`src/rtl/pp_accum_if.sv`:
```
// Handshake bundle between the partial-product generator, the accumulation
// sequencer and the final-product stage.
interface pp_accum_if #(
    parameter int ACC_W = 61,
    parameter int PP_W  = 48,
    parameter int CNT_W = 6
);
    logic             start;
    logic [CNT_W-1:0] num_terms;
    logic             busy;
    logic             pp_valid;
    logic [PP_W-1:0]  pp_data;
    logic             pp_ready;
    logic             res_valid;
    logic [ACC_W-1:0] res_data;
    logic             res_overflow;
    logic             res_ready;

    // master: the side that issues jobs, supplies terms and takes results
    modport master (
        output start, num_terms, pp_valid, pp_data, res_ready,
        input  busy, pp_ready, res_valid, res_data, res_overflow
    );

    modport slave (
        input  start, num_terms, pp_valid, pp_data, res_ready,
        output busy, pp_ready, res_valid, res_data, res_overflow
    );
endinterface

```
`src/rtl/pp_accum_sequencer.sv`:
```
// Drives the shared accumulation adder so a stream of partial products is
// summed into a wide running total, with a sticky carry-out flag per job.

// Wide + narrow adder; B is zero-extended and the top Sum bit is the carry-out.
module customAdder61_13 #(
    parameter int A_W = 61,
    parameter int B_W = 48
) (
    input  logic [A_W-1:0] A,
    input  logic [B_W-1:0] B,
    output logic [A_W:0]   Sum
);
    assign Sum = {1'b0, A} + {{(A_W + 1 - B_W){1'b0}}, B};
endmodule

module pp_accum_sequencer #(
    parameter int ACC_W = 61,
    parameter int PP_W  = 48,
    parameter int CNT_W = 6
) (
    input  logic       clk,
    input  logic       reset,
    pp_accum_if.slave  bus
);
    typedef enum logic [1:0] {
        IDLE  = 2'd0,
        ACCUM = 2'd1,
        DONE  = 2'd2
    } state_t;

    state_t           state_q;
    logic [ACC_W-1:0] acc_q;
    logic [CNT_W-1:0] remaining_q;
    logic             ovf_q;
    logic             busy_q;
    logic             pp_ready_q;
    logic             res_valid_q;
    logic [ACC_W:0]   sum_d;
    logic             accept_d;
    logic             last_term_d;

    customAdder61_13 #(
        .A_W (ACC_W),
        .B_W (PP_W)
    ) u_adder (
        .A   (acc_q),
        .B   (bus.pp_data),
        .Sum (sum_d)
    );

    // pp_ready_q is high exactly in ACCUM, so acceptance needs no state compare
    assign accept_d    = bus.pp_valid & pp_ready_q;
    assign last_term_d = (remaining_q == CNT_W'(1));

    always_ff @(posedge clk) begin
        if (reset) begin
            state_q     <= IDLE;
            acc_q       <= '0;
            remaining_q <= '0;
            ovf_q       <= 1'b0;
            busy_q      <= 1'b0;
            pp_ready_q  <= 1'b0;
            res_valid_q <= 1'b0;
        end else begin
            case (state_q)
                IDLE: begin
                    if (bus.start) begin
                        acc_q  <= '0;
                        ovf_q  <= 1'b0;
                        busy_q <= 1'b1;
                        if (bus.num_terms != '0) begin
                            remaining_q <= bus.num_terms;
                            pp_ready_q  <= 1'b1;
                            state_q     <= ACCUM;
                        end else begin
                            res_valid_q <= 1'b1;
                            state_q     <= DONE;
                        end
                    end
                end
                ACCUM: begin
                    if (accept_d) begin
                        acc_q       <= sum_d[ACC_W-1:0];
                        ovf_q       <= ovf_q | sum_d[ACC_W];
                        remaining_q <= remaining_q - CNT_W'(1);
                        if (last_term_d) begin
                            pp_ready_q  <= 1'b0;
                            res_valid_q <= 1'b1;
                            state_q     <= DONE;
                        end
                    end
                end
                DONE: begin
                    // start is not looked at here; it is only honoured from IDLE
                    if (bus.res_ready) begin
                        res_valid_q <= 1'b0;
                        busy_q      <= 1'b0;
                        state_q     <= IDLE;
                    end
                end
                default: begin
                    state_q     <= IDLE;
                    busy_q      <= 1'b0;
                    pp_ready_q  <= 1'b0;
                    res_valid_q <= 1'b0;
                end
            endcase
        end
    end

    assign bus.busy         = busy_q;
    assign bus.pp_ready     = pp_ready_q;
    assign bus.res_valid    = res_valid_q;
    assign bus.res_data     = acc_q;
    assign bus.res_overflow = ovf_q;
endmodule

```
`src/flat_wrapper.sv`:
```
// flat-port wrapper written by rule: the top's interface ports become plain ports
module pp_accum_sequencer_flat 
#(
    parameter int ACC_W = 61,
    parameter int PP_W  = 48,
    parameter int CNT_W = 6
)
  (clk, reset, bus_start, bus_num_terms, bus_pp_valid, bus_pp_data, bus_res_ready, bus_busy, bus_pp_ready, bus_res_valid, bus_res_data, bus_res_overflow);
  pp_accum_if #(.ACC_W(ACC_W), .PP_W(PP_W), .CNT_W(CNT_W)) bus_i ();
  input  logic clk;
  input  logic reset;
  input wire logic [$bits(bus_i.start)-1:0] bus_start;
  input wire logic [$bits(bus_i.num_terms)-1:0] bus_num_terms;
  input wire logic [$bits(bus_i.pp_valid)-1:0] bus_pp_valid;
  input wire logic [$bits(bus_i.pp_data)-1:0] bus_pp_data;
  input wire logic [$bits(bus_i.res_ready)-1:0] bus_res_ready;
  output wire logic [$bits(bus_i.busy)-1:0] bus_busy;
  output wire logic [$bits(bus_i.pp_ready)-1:0] bus_pp_ready;
  output wire logic [$bits(bus_i.res_valid)-1:0] bus_res_valid;
  output wire logic [$bits(bus_i.res_data)-1:0] bus_res_data;
  output wire logic [$bits(bus_i.res_overflow)-1:0] bus_res_overflow;
  assign bus_i.start = bus_start;
  assign bus_i.num_terms = bus_num_terms;
  assign bus_i.pp_valid = bus_pp_valid;
  assign bus_i.pp_data = bus_pp_data;
  assign bus_i.res_ready = bus_res_ready;
  assign bus_busy = bus_i.busy;
  assign bus_pp_ready = bus_i.pp_ready;
  assign bus_res_valid = bus_i.res_valid;
  assign bus_res_data = bus_i.res_data;
  assign bus_res_overflow = bus_i.res_overflow;
  pp_accum_sequencer #(.ACC_W(ACC_W), .PP_W(PP_W), .CNT_W(CNT_W)) u_core (.clk(clk), .reset(reset), .bus(bus_i));
endmodule
```
`config.mk`:
```
export PLATFORM = sky130hd
export DESIGN_NAME = pp_accum_sequencer_flat
export DESIGN_NICKNAME = d
export VERILOG_FILES = /design/src/rtl/pp_accum_if.sv /design/src/rtl/pp_accum_sequencer.sv /design/src/flat_wrapper.sv
export SDC_FILE = /design/constraint.sdc
export NUM_CORES = 1
export LEC_CHECK = 0
export ABC_AREA = 1
export CAP_MARGIN = 20
export CORE_ASPECT_RATIO = 0.9
export CORE_UTILIZATION = 35
export DETAILED_ROUTE_END_ITERATION = 16
export SLEW_MARGIN = 5
export SYNTH_ARGS = -nofsm -noshare
export SYNTH_HDL_FRONTEND = slang
export SYNTH_SLANG_ARGS = --single-unit
```
`constraint.sdc`:
```
create_clock -name clk -period 2.31 [get_ports clk]
set_input_delay 0.3465 -clock clk [delete_from_list [all_inputs] [get_ports clk]]
set_output_delay 0.3465 -clock clk [all_outputs]
set_load 0.1 [all_outputs]
```
==> results.json, run 1 <==
{
  "critPathArrivalTime_ns": 2.45,
  "leakage_uw": 0.005534,
  "die-area_mm2": 0.02150,
  "worst_pin_slew_ns": 0.4263,
  "avgSynthCellArea_um2": 5.415,
  "yosysWarnings": 0,
  "drv_cap": 0,
  "clk_pin_slew_ns": 0.07,
  "cts_hold_buf": 0,
  "hp-class": "in2reg",
  "vias_per_cell": 4.947,
  "path_common_cell": "nand2_1",
  "crit_path_start_kind": "input port",
  "cts_sinks": 73,
  "wire_per_inst_um": 16.26,
  "root_buffer": "clkbuf_16",
  "netlist_area_mm2": 0.007321,
  "finalHoldViolCount": 0,
  "wirelength_um": 30890,
  "synth_top_flop_cell": "dfxtp_1",
  "ys_ff_latch": 73,
  "final_util_pct": 53.69,
  "drv_slew": 0,
  "ir_drop_uv": 451.2,
  "nNetsFinal": 1750,
  "cts_buffers": 9,
  "synthArstFlopShare_pct": 0,
  "grt_start_max_net_pins": 50,
  "seq_area_frac_synth_pct": 19.96,
  "area_growth_pct": 48.38,
  "dieWidth_um": 154.5,
  "cp_max_fo": 5,
  "antenna_found_initial": 0,
  "dpl.hpwl_um": 25000,
  "initial_core_util_pct": 36.18,
  "grt_usage_pct": 28.59,
  "drc": 0,
  "drive_gt1_share_pct": 26.08,
  "relSlewSlack_pct": 71.54,
  "skew_ns": 0.007778,
  "place.gp.congestion": 0.9345,
  "syn_nets": 1462,
  "row_count": 49,
  "min_from": "reset",
  "max_stage_delay_ns": 0.48,
  "synth_enable_flop_cells": 0,
  "n_fill_cell": 2157,
  "power.density_mw_per_mm2": 405.2,
  "drt_iter0_markers": 710,
  "clk_latency_ns": 0.35,
  "dr.pass1.iters": 5,
  "critPathLaunch": "bus_pp_data[21]",
  "cp_cell_sequence": "clkdlybuf4s50_1 > ha_4 > nand2_1 > nor2_2 > nand2_1 > nor2_1 > nand2_1 > nand3_4 > nand3_1 > nand2_1 > nand2_1 > nand2_1 > a21oi_1",
  "total_power_uw": 4402,
  "cp_slowest_cell": "clkdlybuf4s50_1",
  "hold_ws_ns": 0.2661,
  "required_ns": 2.54,
  "cts_tree": "yes",
  "critical_path_class": "in2reg",
  "yosysUniqueCellTypes": 34,
  "setup_violations": 0,
  "rr_startpoint": "u_core.bus.res_data[43]",
  "fin_setup_tns_ns": 0,
  "status": "finished clean",
  "ant_nets": 0,
  "gr-total-overflow": 0,
  "synthCells": 1352,
  "grt_pass1_vias": 8550,
  "antenna_cells": 0,
  "htree_levels": 3,
  "port_buffers": 123,
  "cts_buffer_depth": 2,
  "grt_pass1_wl_um": 46640,
  "vias": 9399,
  "design.core.area_mm2": 0.02023,
  "end_kind": "flop",
  "ioPinCount": 124,
  "die_h_um": 139.2,
  "rsz0062_at_grt": "true",
  "period_needed_ns": 2.223,
  "fmax_mhz": 449.8,
  "fin_crit_sh_pct": 96.25
}
-- routing by layer --
| metal | track usage [%] | wire length (um) | vias to the layer above |
|---|---|---|---|
| met5 | 0 | 0 | - |
| met4 | 5.941 | 374 | 0 |
| met3 | 5.063 | 2425 | 28 |
| met2 | 41.99 | 12530 | 299 |
| met1 | 42.92 | 15560 | 4243 |
| li1 | - | - | 4829 |
-- report_power, final --
part	internal, uW	switching [uW]
Clock	1090	658
Combinational	494	813
Sequential	1310	42.6
Total	2890	1510
-- state kept, by name, indices dropped and copies added (netlist names) --
name                     cells
u_core.bus.res_data         61
u_core.remaining_q           6
u_core.state_q               2
u_core.bus.busy              1
u_core.bus.pp_ready          1
u_core.bus.res_overflow      1
u_core.bus.res_valid         1
-- final timing paths --
kind / end / slack, ns / cells after the start
max: u_core.bus.res_data[58] / 0.09 / 13
min: u_core.bus.res_data[22] / 0.27 / 2
max reg2reg: u_core.bus.res_data[58] / 0.16 / 13
min reg2reg: u_core.bus.res_data[29] / 0.47 / 2
-- layout make-up --
| type | instances | area (um2) | share of cell area, % |
|---|---|---|---|
| multi-input cells | 1025 | 5416 | 49.86 |
| repair buffers | 293 | 2367 | 21.79 |
| flip-flops and latches | 73 | 1521 | 14.01 |
| inverters | 238 | 893.4 | 8.224 |
| well taps | 255 | 319.1 | 2.937 |
| clock buffers | 11 | 242.7 | 2.235 |
| clock inverters | 5 | 102.6 | 0.9445 |
-- stage by stage --
stage | worst slack (ns) | cells | area [um2]
after detailed placement | -0.4780 | 1881 | 9962
after floorplan | 0.04842 | 1352 | 7381
final | 0.08661 | 1900 | 10860
after global placement | -0.4721 | 1881 | 9962
after CTS | 0.0007196 | 1898 | 10320
after global routing | -0.02844 | 1900 | 10860
-- worst max-delay path, delay by kind of cell --
kind                     cells  cell delay (ns)
buffers and inverters        1             0.48
adder cells (fa/ha/maj)      1             0.33
AND/OR/NAND/NOR             10             1.24
AO/OA/AOI/OAI                1             0.05
-- Yosys cell counts, types with 3 or more instances --
cell type | instances | area (um2)
o21bai_1 | 6 | 45.04
inv_2 | 3 | 11.26
a21oi_1 | 123 | 615.6
nor4_1 | 4 | 25.02
o211ai_1 | 3 | 22.52
nor2_2 | 5 | 31.28
nor2_1 | 142 | 533.0
nor3_1 | 11 | 55.05
ha_1 | 50 | 625.6
nand2_1 | 485 | 1821
or2_2 | 7 | 43.79
clkbuf_1 | 8 | 30.03
o21ai_0 | 40 | 200.2
nand4_1 | 10 | 62.56
inv_1 | 235 | 882.1
nand3_1 | 100 | 500.5
buf_2 | 4 | 20.02
and2_1 | 5 | 31.28
dfxtp_1 | 73 | 1461
nand3b_1 | 16 | 120.1
buf_4 | 4 | 30.03
-- repair_timing --
item	CTS	global route
setup endpoints to repair	4	47
setup buffers	1	2
pin swaps	1	8
gates resized for setup	2	125
-- cells by family after synthesis --
logic type / after synthesis / synth area share [%]
AO/OA/AOI/OAI: 183 / 13.16
flip-flops: 73 / 19.96
XOR/XNOR: 1 / 0.1197
buffers and inverters: 254 / 13.30
AND/OR/NAND/NOR: 790 / 44.64
adder cells (fa/ha/maj): 51 / 8.819
-- cell usage in the layout, fill, tap and decap left out, drive strengths merged --
| cell | instances |
|---|---|
| a211oi | 2 |
| clkinvlp | 1 |
| a31oi | 2 |
| and2 | 5 |
| ha | 50 |
| clkdlybuf4s50 | 56 |
| fa | 1 |
| buf | 236 |
| clkinv | 1 |
| xor2 | 1 |
| a21o | 1 |
| nand3b | 16 |
| o221a | 1 |
| o21bai | 6 |
| dfxtp | 73 |
| clkbuf | 11 |
| nor3 | 12 |
| dlymetal6s2s | 1 |
| nand3 | 100 |
| o211ai | 3 |
| o21ai | 42 |
| nor2 | 149 |
| nand2 | 486 |
| nand4 | 10 |
| bufinv | 3 |
| a21oi | 123 |
| o41ai | 1 |
| o21a | 2 |
| or2 | 8 |
| nor4 | 4 |
| inv | 238 |
Power figures use the tool's default switching activity.
==> run 2, diff against run 1 <==
GPL_ROUTABILITY_DRIVEN = 1   (was unset)
clock period = 2.3 ns   (was 2.31 ns; I/O delays follow)
==> results.json, run 2 (same netlist as run 1, synthesis figures left out) <==
{
  "critPathLaunch": "bus_pp_data[25]",
  "worst_pin_slew_ns": 0.5096,
  "drc": 0,
  "root_buffer": "clkbuf_16",
  "grt_start_max_net_pins": 50,
  "largest_register_ff_count": 61,
  "required_ns": 2.54,
  "finalHoldViolCount": 0,
  "design.core.area_mm2": 0.02023,
  "path_buf_inv": 2,
  "cp_num_cells": 10,
  "initial_core_util_pct": 36.18,
  "leakage_uw": 0.005546,
  "fmax_mhz": 453.6,
  "cts_tree": "yes",
  "cpLargestDelayFamily": "simple AND/OR/NAND/NOR gates",
  "max_stage_delay_ns": 0.54,
  "crit_path_start_kind": "input port",
  "gr-total-overflow": 0,
  "hold_ws_ns": 0.4640,
  "cts_buffer_depth": 2,
  "cp_cell_sequence": "clkdlybuf4s50_1 > ha_4 > a21oi_1 > buf_4 > o21ai_1 > nor2_1 > nand3_2 > or2_2 > nand3_1 > a21oi_1",
  "fin_crit_sh_pct": 95.86,
  "worst_slack_ns": 0.09525,
  "critical_path_class": "in2reg",
  "clk_pin_slew_ns": 0.07,
  "end_kind": "flop",
  "wire_per_inst_um": 16.13,
  "cp_slowest_cell": "clkdlybuf4s50_1",
  "area_growth_pct": 49.44,
  "min_from": "reset",
  "period_needed_ns": 2.205,
  "power.density_mw_per_mm2": 393.8,
  "ant_nets": 0,
  "dr.pass1.iters": 5,
  "skew_ns": 0.01072,
  "antenna_cells": 0,
  "row_count": 49,
  "critPathArrivalTime_ns": 2.44,
  "vias": 9330,
  "drt_iter0_markers": 682,
  "die-area_mm2": 0.02150,
  "path_common_cell": "a21oi_1",
  "grt_pass1_vias": 8503,
  "min_delay_path_depth": 2,
  "hp-class": "in2reg",
  "relSlewSlack_pct": 66.03,
  "place_ws_ns": -0.4428,
  "total_power_uw": 4309,
  "ioPinCount": 124,
  "cts_sinks": 73,
  "cts_hold_buf": 0,
  "cts_buffers": 9,
  "nNetsFinal": 1753,
  "ir_drop_uv": 360.8,
  "grt_pass1_wl_um": 46730,
  "cp_max_fo": 5,
  "rsz0062_at_grt": "true",
  "dieWidth_um": 154.5,
  "status": "finished clean",
  "rr_worst_depth": 13,
  "drive_gt1_share_pct": 27.18,
  "place.gp.congestion": 0.9437,
  "vias_per_cell": 4.903,
  "setup_violations": 0,
  "htree_levels": 3,
  "drv_cap": 0,
  "place_area_mm2": 0.009992,
  "port_buffers": 123,
  "wirelength_um": 30690,
  "drv_slew": 0,
  "final_common_cell": "nand2_1",
  "mostFrequentLayoutCells": "nand2_1, buf_4, inv_1",
  "rr_startpoint": "u_core.bus.res_data[0]",
  "design_area_mm2": 0.01094,
  "antenna_found_initial": 0,
  "clk_latency_ns": 0.36,
  "dpl.hpwl_um": 25030,
  "grt_usage_pct": 28.58,
  "die_h_um": 139.2
}
## run 2: changes by cell type in the layout (fill, tap and decap cells not counted), moves of 3 or more
cell	previous run	this run
nor3_2	2	5
a21oi_1	111	106
nand2_2	28	31
nand3_1	91	87
a21oi_2	12	15
nand3_2	8	12
buf_4	233	236
## run 2: per-stage QoR
step | util, % | setup TNS, ns | cells
2_1_floorplan | - | 0 | 1352
3_3_place_gp | 49.39 | -13.57 | 1885
3_5_place_dp | 49.39 | -14.68 | 1885
4_1_cts | 51.18 | -0.01042 | 1901
5_1_grt | 54.08 | -0.1496 | 1903
6_report | 54.08 | 0 | 1903
## run 2: timing repair
action | 4_1_cts | 5_1_grt
setup buffers | 0 | 2
pin swaps | 0 | 15
resized for setup | 8 | 135
endpoints found under the setup margin | 12 | 43
## run 2: metal layers
metal / up-vias / wire length [um] / GRT usage [%] / part of all wire [%]
li1: 4834 / - / - / -
met1: 4171 / 15280 / 42.82 / 50
met2: 299 / 12530 / 41.77 / 41
met3: 26 / 2449 / 5.406 / 8.0
met4: 0 / 423 / 5.993 / 1.4
met5: - / 0 / 0 / 0
## run 2: path summary, 6_finish.rpt
kind                             endpoint  slack (ns)
setup / recovery  u_core.bus.res_data[26]         0.1
hold / removal    u_core.bus.res_data[25]        0.46
hold reg to reg      u_core.bus.res_valid        0.47
setup reg to reg  u_core.bus.res_data[40]        0.17
## run 2: final cells by class
cell class / count / area (um2)
clock buffer: 9 / 225.2
multi-input combinational: 1025 / 5500
inverter: 238 / 893.4
fill: 2183 / 9291
clock inverter: 7 / 95.09
tap: 255 / 319.1
timing repair buffer: 296 / 2386
sequential: 73 / 1521
## run 2: power by group
part / internal, uW / switching, uW
logic: 496 / 820
registers: 1310 / 40.7
clock network: 953 / 686
total: 2760 / 1550
